--- config.mk ---
export PLATFORM = sky130hd
export DESIGN_NAME = seq_alu_flat
export DESIGN_NICKNAME = d
export VERILOG_FILES = /design/src/rtl/seq_alu_if.sv /design/src/rtl/seq_alu.sv /design/src/flat_wrapper.sv
export SDC_FILE = /design/constraint.sdc
export NUM_CORES = 1
export LEC_CHECK = 0
export BUFFER_PORTS_ARGS = -buffer_cell sky130_fd_sc_hd__buf_2
export CAP_MARGIN = 20
export CORE_MARGIN = 2
export CORE_UTILIZATION = 40
export DETAILED_ROUTE_END_ITERATION = 12
export HOLD_SLACK_MARGIN = 0.15
export PLACE_DENSITY = 0.72
export SYNTH_ARGS = -nofsm -noshare
export SYNTH_HDL_FRONTEND = slang
export SYNTH_SLANG_ARGS = --single-unit
--- constraint.sdc ---
create_clock -name clk -period 1.5 [get_ports clk]
set_clock_uncertainty 0.05 [all_clocks]
set_input_delay 0 -clock clk [delete_from_list [all_inputs] [get_ports clk]]
set_output_delay 0 -clock clk [all_outputs]
set_load 0.005 [all_outputs]
--- src/rtl/seq_alu_if.sv ---
// Operand/result handshake bundle for seq_alu: the controller drives the
// master side, seq_alu implements the slave side.
interface seq_alu_if #(
  parameter int WIDTH = 16
) ();
  logic             in_valid;
  logic             in_ready;
  logic [WIDTH-1:0] a;
  logic [WIDTH-1:0] b;
  logic             cin;
  logic [2:0]       opc;
  logic             out_valid;
  logic             out_ready;
  logic [WIDTH-1:0] w;
  logic             zero;
  logic             neg;
  logic             carry;

  modport master (
    output in_valid, a, b, cin, opc, out_ready,
    input  in_ready, out_valid, w, zero, neg, carry
  );

  modport slave (
    input  in_valid, a, b, cin, opc, out_ready,
    output in_ready, out_valid, w, zero, neg, carry
  );
endinterface

--- src/rtl/seq_alu.sv ---
// Registered WIDTH-bit ALU with valid/ready on both sides. Define ALU_MUL_EN to
// make opcode 7 a multi-cycle shift-add multiply; otherwise opcode 7 is SHR.
module seq_alu #(
  parameter int WIDTH = 16
) (
  input logic        clk,
  input logic        rst_n,
  seq_alu_if.slave   bus
);

  localparam logic [2:0] OP_ADD = 3'd0;
  localparam logic [2:0] OP_SUB = 3'd1;
  localparam logic [2:0] OP_AND = 3'd2;
  localparam logic [2:0] OP_OR  = 3'd3;
  localparam logic [2:0] OP_XOR = 3'd4;
  localparam logic [2:0] OP_NOT = 3'd5;
  localparam logic [2:0] OP_SHL = 3'd6;
  localparam logic [2:0] OP_7   = 3'd7;

  logic             out_valid_q, out_valid_d;
  logic [WIDTH-1:0] w_q, w_d;
  logic             zero_q, zero_d;
  logic             neg_q, neg_d;
  logic             carry_q, carry_d;

  logic             in_ready;
  logic             accept;
  logic             pop;
  logic [WIDTH-1:0] alu_w;
  logic             alu_c;
  logic [WIDTH:0]   sum;
  logic [WIDTH:0]   diff;

`ifdef ALU_MUL_EN
  localparam int CW = $clog2(WIDTH);
  localparam logic [0:0] IDLE = 1'b0;
  localparam logic [0:0] BUSY = 1'b1;

  logic [0:0]         state_q, state_d;
  logic [CW-1:0]      count_q, count_d;
  logic [2*WIDTH-1:0] mcand_q, mcand_d;
  logic [WIDTH-1:0]   mplier_q, mplier_d;
  logic [2*WIDTH-1:0] acc_q, acc_d;
  logic [2*WIDTH-1:0] acc_sum;

  assign in_ready = (state_q == IDLE) && (!out_valid_q || bus.out_ready);
`else
  assign in_ready = !out_valid_q || bus.out_ready;
`endif

  assign accept = bus.in_valid && in_ready;
  assign pop    = out_valid_q && bus.out_ready;

  // Single-cycle datapath; the borrow of SUB is the sign bit of the widened difference.
  always_comb begin
    alu_w = '0;
    alu_c = 1'b0;
    sum   = {1'b0, bus.a} + {1'b0, bus.b} + (WIDTH+1)'(bus.cin);
    diff  = {1'b0, bus.a} - {1'b0, bus.b} - (WIDTH+1)'(bus.cin);
    case (bus.opc)
      OP_ADD: begin
        alu_w = sum[WIDTH-1:0];
        alu_c = sum[WIDTH];
      end
      OP_SUB: begin
        alu_w = diff[WIDTH-1:0];
        alu_c = diff[WIDTH];
      end
      OP_AND: alu_w = bus.a & bus.b;
      OP_OR:  alu_w = bus.a | bus.b;
      OP_XOR: alu_w = bus.a ^ bus.b;
      OP_NOT: alu_w = ~bus.a;
      OP_SHL: begin
        alu_w = {bus.a[WIDTH-2:0], bus.cin};
        alu_c = bus.a[WIDTH-1];
      end
      OP_7: begin
`ifdef ALU_MUL_EN
        alu_w = '0;
        alu_c = 1'b0;
`else
        alu_w = {bus.cin, bus.a[WIDTH-1:1]};
        alu_c = bus.a[0];
`endif
      end
      default: begin
        alu_w = '0;
        alu_c = 1'b0;
      end
    endcase
  end

  always_comb begin
    out_valid_d = out_valid_q;
    w_d         = w_q;
    zero_d      = zero_q;
    neg_d       = neg_q;
    carry_d     = carry_q;
`ifdef ALU_MUL_EN
    state_d     = state_q;
    count_d     = count_q;
    mcand_d     = mcand_q;
    mplier_d    = mplier_q;
    acc_d       = acc_q;
    acc_sum     = acc_q + (mplier_q[0] ? mcand_q : '0);
`endif

    if (pop) begin
      out_valid_d = 1'b0;
    end

    if (accept) begin
`ifdef ALU_MUL_EN
      if (bus.opc == OP_7) begin
        out_valid_d = 1'b0;
        mcand_d     = {{WIDTH{1'b0}}, bus.a};
        mplier_d    = bus.b;
        acc_d       = '0;
        count_d     = '0;
        state_d     = BUSY;
      end else begin
`else
      begin
`endif
        out_valid_d = 1'b1;
        w_d         = alu_w;
        zero_d      = (alu_w == '0);
        neg_d       = alu_w[WIDTH-1];
        carry_d     = alu_c;
      end
    end

`ifdef ALU_MUL_EN
    // One multiplier bit per edge, LSB first; the last bit publishes the product.
    if (state_q == BUSY) begin
      acc_d    = acc_sum;
      mcand_d  = mcand_q << 1;
      mplier_d = mplier_q >> 1;
      count_d  = count_q + CW'(1);
      if (count_q == CW'(WIDTH-1)) begin
        w_d         = acc_sum[WIDTH-1:0];
        zero_d      = (acc_sum[WIDTH-1:0] == '0);
        neg_d       = acc_sum[WIDTH-1];
        carry_d     = |acc_sum[2*WIDTH-1:WIDTH];
        out_valid_d = 1'b1;
        count_d     = '0;
        state_d     = IDLE;
      end
    end
`endif
  end

  always_ff @(posedge clk or negedge rst_n) begin
    if (!rst_n) begin
      out_valid_q <= 1'b0;
      w_q         <= '0;
      zero_q      <= 1'b0;
      neg_q       <= 1'b0;
      carry_q     <= 1'b0;
`ifdef ALU_MUL_EN
      state_q     <= IDLE;
      count_q     <= '0;
      mcand_q     <= '0;
      mplier_q    <= '0;
      acc_q       <= '0;
`endif
    end else begin
      out_valid_q <= out_valid_d;
      w_q         <= w_d;
      zero_q      <= zero_d;
      neg_q       <= neg_d;
      carry_q     <= carry_d;
`ifdef ALU_MUL_EN
      state_q     <= state_d;
      count_q     <= count_d;
      mcand_q     <= mcand_d;
      mplier_q    <= mplier_d;
      acc_q       <= acc_d;
`endif
    end
  end

  assign bus.in_ready  = in_ready;
  assign bus.out_valid = out_valid_q;
  assign bus.w         = w_q;
  assign bus.zero      = zero_q;
  assign bus.neg       = neg_q;
  assign bus.carry     = carry_q;

endmodule

--- src/flat_wrapper.sv ---
// flat-port wrapper written by rule: the top's interface ports become plain ports
module seq_alu_flat 
#(
  parameter int WIDTH = 16
)
  (clk, rst_n, bus_in_valid, bus_a, bus_b, bus_cin, bus_opc, bus_out_ready, bus_in_ready, bus_out_valid, bus_w, bus_zero, bus_neg, bus_carry);
  seq_alu_if #(.WIDTH(WIDTH)) bus_i ();
  input logic clk;
  input logic rst_n;
  input wire logic [$bits(bus_i.in_valid)-1:0] bus_in_valid;
  input wire logic [$bits(bus_i.a)-1:0] bus_a;
  input wire logic [$bits(bus_i.b)-1:0] bus_b;
  input wire logic [$bits(bus_i.cin)-1:0] bus_cin;
  input wire logic [$bits(bus_i.opc)-1:0] bus_opc;
  input wire logic [$bits(bus_i.out_ready)-1:0] bus_out_ready;
  output wire logic [$bits(bus_i.in_ready)-1:0] bus_in_ready;
  output wire logic [$bits(bus_i.out_valid)-1:0] bus_out_valid;
  output wire logic [$bits(bus_i.w)-1:0] bus_w;
  output wire logic [$bits(bus_i.zero)-1:0] bus_zero;
  output wire logic [$bits(bus_i.neg)-1:0] bus_neg;
  output wire logic [$bits(bus_i.carry)-1:0] bus_carry;
  assign bus_i.in_valid = bus_in_valid;
  assign bus_i.a = bus_a;
  assign bus_i.b = bus_b;
  assign bus_i.cin = bus_cin;
  assign bus_i.opc = bus_opc;
  assign bus_i.out_ready = bus_out_ready;
  assign bus_in_ready = bus_i.in_ready;
  assign bus_out_valid = bus_i.out_valid;
  assign bus_w = bus_i.w;
  assign bus_zero = bus_i.zero;
  assign bus_neg = bus_i.neg;
  assign bus_carry = bus_i.carry;
  seq_alu #(.WIDTH(WIDTH)) u_core (.clk(clk), .rst_n(rst_n), .bus(bus_i));
endmodule
# Yosys cells after proc, flatten, opt, wreduce, memory -nomap -nowiden

Index checks and enable logic that the tools add are counted.

Equality and inequality tests: 7
Reduce and logical (&&, ||, !) cells: 7
Add/sub/neg operators: 4
Bitwise operators: 4
Multiplexer cells: 4

Operators by type and width:

| operator           | number |
|---|---|
| $pmux 16 s8        | 1 |
| $add 16x16->17     | 1 |
| $add 17x1->17      | 1 |
| $sub 16x16->17     | 1 |
| $sub 17x1->17      | 1 |
| $and 16x16->16     | 1 |
| $logic_not 16->1   | 1 |
| $not 16->16        | 1 |
| $or 16x16->16      | 1 |
| $xor 16x16->16     | 1 |
| $eq 3x3->1 const B | 4 |
| $eq 3x2->1 const B | 2 |
| $pmux 1 s4         | 1 |
| $eq 3x1->1 const B | 1 |
| $logic_not 3->1    | 1 |
| $logic_and 1x1->1  | 2 |
| $mux 1             | 2 |
| $reduce_bool 2->1  | 1 |
| $logic_not 1->1    | 1 |
| $logic_or 1x1->1   | 1 |

Input bits: 40
Flip-flop bits (word level): 20
Output and inout bits: 21

# Logic depth before layout (Yosys ltp)

Depth after elaboration: 4
Mapped depth: 13

# Worst setup path before layout

Ideal clock, no wire load.

Kind: input -> register
Start point: input port bus_cin
End point: register u_core.zero_q (netlist: u_core.bus.zero)
Required time: 1.347 ns
Data arrival time: 2.513 ns
Buffers on the path: 0
Cell stages on the path: 13
Setup slack: -1.167 ns
Setup time: 0.103 ns
Cells stage by stage: inv_1 -> fa_1 -> inv_1 -> ha_1 -> o21ai_1 -> a311oi_4 -> a21oi_1 -> a21oi_1 -> or3_1 -> a221oi_1 -> and3_1 -> nand4b_1 -> o41ai_2

Word-level cells in the longest chain between the ends: 3
Elaborated cells on any way between the ends: 4
Those cells by class: add/sub: 2; mux: 1; reduce/logical: 1

Ends and longest elaborated chain:

| what                                           | line                         | source |
|---|---|---|
| start, declared                                | flat_wrapper.sv:13           | `input wire logic [$bits(bus_i.cin)-1:0] bus_cin;` |
| $sub 17x1->17 or $add 17x1->17 (tied branches) | seq_alu.sv:59, seq_alu.sv:58 |  |
| $pmux 16 s8 (*)                                | seq_alu.sv:60                | `case (bus.opc)` |
| $logic_not 16->1 (*)                           | seq_alu.sv:127               | `zero_d = (alu_w == '0);` |
| end signal, assigned                           | seq_alu.sv:170               | `zero_q <= zero_d;` |
| end, declared                                  | seq_alu.sv:22                | `logic zero_q, zero_d;` |

Mark *: on every way between the ends. The rest lies on a longest branch, timed or not.
A chain may end at the register's enable or synchronous reset.

# Final worst setup path

Start point: input port bus_b[0]
End point: register u_core.neg_q (netlist: u_core.bus.neg)

Word-level cells in the longest chain between the ends: 3
Elaborated cells on any way between the ends: 5
Those cells by class: add/sub: 4; mux: 1

Ends and longest elaborated chain:

| what                                             | line                         | source |
|---|---|---|
| start, declared                                  | flat_wrapper.sv:12           | `input wire logic [$bits(bus_i.b)-1:0] bus_b;` |
| $sub 16x16->17 or $add 16x16->17 (tied branches) | seq_alu.sv:59, seq_alu.sv:58 |  |
| $sub 17x1->17 or $add 17x1->17 (tied branches)   | seq_alu.sv:59, seq_alu.sv:58 |  |
| $pmux 16 s8 (*)                                  | seq_alu.sv:60                |  |
| end signal, assigned                             | seq_alu.sv:171               | `neg_q <= neg_d;` |
| end, declared                                    | seq_alu.sv:23                | `logic neg_q, neg_d;` |

Marks and branches as above.

==> impl_metrics.py <==
metrics = {
    "run_status": {
        "status": "finished with violations",
        "violations": "negative setup slack",
    },
    "timing": {
        "max_freq_ghz": 0.381,
        "finalSetupViolations": 18,
        "post-route-min-period_ns": 2.62,
        "slew_violations": 0,
        "hold_viol": 0,
        "holdWs_ns": 0.144,
        "relSlewSlack": 0.699,
        "fin_tns_setup_ns": -11.04,
        "rsz0062_at_grt": "true",
        "period_share": 1.75,
        "worst_slack_ns": -1.12,
        "tightest_slew_ns": 0.448,
    },
    "placement": {
        "port_buffers": 60,
        "dp.cells": 844,
        "gp_congestion": 0.988,
        "dp_hpwl_um": 11100,
        "place_area_um2": 5810,
    },
    "floorplanning": {
        "io_pins": 61,
        "std_cell_rows": 36,
        "coreArea_um2": 9680,
        "fp.dieW_um": 103,
        "die-area_um2": 10700,
        "chipHeight_um": 103,
        "start_util": 0.407,
    },
    "pwr": {
        "peakVddDrop_mv": 0.416,
        "leakage_uw": 0.00315,
        "power_density_nw_per_um2": 607,
    },
    "drt": {
        "drcViolationCount": 0,
        "wl_per_cell_um": 16.0,
        "vias": 4646,
        "ant_nets": 0,
        "first_pass_iters": 4,
        "detail_route.iter0.violations": 209,
        "wirelength_um": 13900,
        "via_per_inst": 5.36,
    },
    "synthesis": {
        "synth_ff_type": "dfrtp_1",
        "ys_seq_area_frac": 0.121,
        "ys.warnings.count": 0,
        "ys_ff_latch": 19,
        "synth_top_area_share": 0.206,
        "synth_cells": 505,
        "synth_top_area_cell": "ha_1",
        "synth_area_leaders": "ha_1 (21%), dfrtp_1 (12%), inv_1 (6.3%), o21ai_0 (4.8%), a21oi_1 (4.7%)",
        "syn_avg_cell_area_um2": 7.81,
        "synth_cell_types": 71,
        "async_reset_ff_frac": 1.00,
        "synth_edf_count": 0,
        "syn_area_um2": 3940,
        "synth_nets": 614,
    },
    "critical_path": {
        "cp.arrival_ns": 2.78,
        "worstPathRequired_ns": 1.66,
        "reg2regPathDepth": 7,
        "cp_cell_sequence": "buf_6 -> inv_4 -> fa_2 -> inv_2 -> ha_4 -> o21ai_4 -> a311oi_4 -> a41oi_1 -> o21ai_1 -> a31oi_2 -> o21ba_1 -> or4b_1 -> o211ai_2 -> mux2_2",
        "cp_slowest_cell": "or4b_1",
        "critPathKind": "input port to flop",
        "max_stage_delay_ns": 0.52,
        "timing.rr.end": "u_core.bus.zero",
        "regToRegSetupSlack_ns": -0.33,
        "timing.rr.start": "u_core.bus.out_valid",
        "startpoint_type": "input port",
        "cp-end-kind": "flop",
        "critical_path.max_fanout": 3,
    },
    "clocking": {
        "cts_buffers": 3,
        "clock_sinks": 19,
        "clkTransAtPathRegs_ns": 0.07,
        "cts_max_level": 1,
        "clkLatencyLatePin_ns": 0.26,
        "clock-root-buffer": "clkbuf_8",
        "cts_tree": "yes",
        "cts_buffer_depth": 2,
    },
    "global_route": {
        "grt-ovfl-total": 0,
        "grt_pass1_vias": 4653,
        "grt_pass1_wl_um": 21900,
        "antenna_found_initial": 0,
        "grtUsageTotal": 0.257,
        "grt_max_degree": 29,
    },
    "cells_and_area": {
        "drive_above_1_share": 0.482,
        "area_growth_pct": 61.8,
        "final_cells": 867,
        "insertedDiodeCount": 0,
        "layout.nets": 844,
        "final_area_um2": 6380,
    },
    "run": {
        "cap_violations": 0,
    },
    "hold_path": {
        "hp-class": "input port to async pin",
    },
}
## critical path, delay by kind of cell
kind,cells,cell delay (ns)
AOI/OAI and AO/OA,7,1.20
muxes,1,0.17
and+or+nand+nor,1,0.52
adders and majority gates,2,0.61
buffers and inverters,3,0.27
## power by group
part | leakage, uW | switching [uW] | internal, uW
Clock | 0.0000255 | 177 | 185
Sequential | 0.000235 | 52.3 | 611
Combinational | 0.00289 | 1370 | 1480
## cells in the mapped netlist (3+ instances only)
| cell | n |
|---|---|
| a211oi_1 | 5 |
| a21boi_0 | 3 |
| a21o_1 | 8 |
| a21oi_1 | 37 |
| a221oi_1 | 7 |
| a22oi_1 | 10 |
| a31oi_1 | 5 |
| buf_2 | 7 |
| buf_4 | 5 |
| clkbuf_1 | 10 |
| dfrtp_1 | 19 |
| fa_1 | 4 |
| ha_1 | 65 |
| inv_1 | 66 |
| mux2i_1 | 8 |
| mux4_2 | 8 |
| nand2_1 | 43 |
| nand2b_1 | 5 |
| nand3_1 | 5 |
| nor2_1 | 37 |
| nor2b_1 | 6 |
| nor3_1 | 6 |
| nor4_1 | 4 |
| o21a_1 | 5 |
| o21ai_0 | 38 |
| o21bai_1 | 3 |
| o22ai_1 | 5 |
| o31a_1 | 4 |
| o31ai_1 | 3 |
| xnor2_1 | 10 |
| xor2_1 | 11 |
## cell usage in the layout, fill, tap and decap left out, drive strengths merged, types with 5 or more instances in the layout
cell,instances
xor2,11
nor3,6
a221oi,7
nor2b,6
inv,68
dfrtp,19
a31oi,6
nand3,5
a21o,8
nand2b,5
mux2i,8
a22oi,10
o21a,5
ha,65
o21ai,40
a21oi,37
a211oi,5
buf,247
o22ai,5
nand2,43
nor4,5
nor2,38
mux4,9
xnor2,10
## layout make-up
| class | instances | area [um^2] |
|---|---|---|
| Multi-Input combinational cell | 393 | 3600 |
| Clock inverter | 1 | 5.00 |
| Sequential cell | 19 | 475 |
| Inverter | 68 | 273 |
| Fill cell | 802 | 3300 |
| Tap cell | 133 | 166 |
| Clock buffer | 3 | 41.3 |
| Timing Repair Buffer | 250 | 1820 |
## per-stage QoR
stage          setup WS [ns]  utilization  total power, uW
6_report               -1.12        0.659             3880
2_1_floorplan          -1.08            -             2010
4_1_cts                -1.11        0.640             3670
5_1_grt                -1.22        0.659             4160
3_5_place_dp           -1.43        0.600             3090
3_3_place_gp           -1.37        0.600             3030
## routing by layer
metal	global-route usage	up-vias	part of all wire
met2	0.444	151	0.48
li1	-	2263	-
met1	0.343	2207	0.45
met4	0.0850	0	0.025
met3	0.0175	25	0.048
met5	0	-	0
## worst max-delay path by stage
| stage | start | endpoint | slack [ns] | cells after the start |
|---|---|---|---|---|
| 3_5_place_dp | bus_cin | u_core.bus.neg | -1.43 | 13 |
| 6_report | bus_b[0] | u_core.bus.neg | -1.12 | 14 |
| 3_3_place_gp | bus_cin | u_core.bus.zero | -1.37 | 13 |
| 2_1_floorplan | bus_a[0] | u_core.bus.neg | -1.08 | 13 |
| 4_1_cts | bus_a[0] | u_core.bus.zero | -1.11 | 14 |
| 5_1_grt | bus_b[0] | u_core.bus.neg | -1.22 | 14 |
## flip-flops by register name, indices dropped and copies added (netlist names)
| signal | count |
|---|---|
| u_core.bus.neg | 1 |
| u_core.bus.out_valid | 1 |
| u_core.bus.carry | 1 |
| u_core.bus.zero | 1 |
| u_core.bus.w | 15 |
## cell families after synthesis
logic type               after synthesis  share of synthesized area
buffers and inverters                 93                     0.0993
adder cells (fa/ha/maj)               69                      0.227
multiplexers                          19                     0.0784
flip-flops                            19                      0.121
XOR/XNOR                              21                     0.0466
AND/OR/NAND/NOR                      122                      0.148
AO/OA/AOI/OAI                        162                      0.281
## what timing repair did
action | in CTS | in global routing
endpoints found under the hold margin | 20 | 0
buffers inserted | 18 | 8
setup endpoints to repair | 18 | 18
resized for setup | 46 | 43
pin swaps | 43 | 49
hold buffers | 3 | 0
Power figures use the tool's default switching activity.
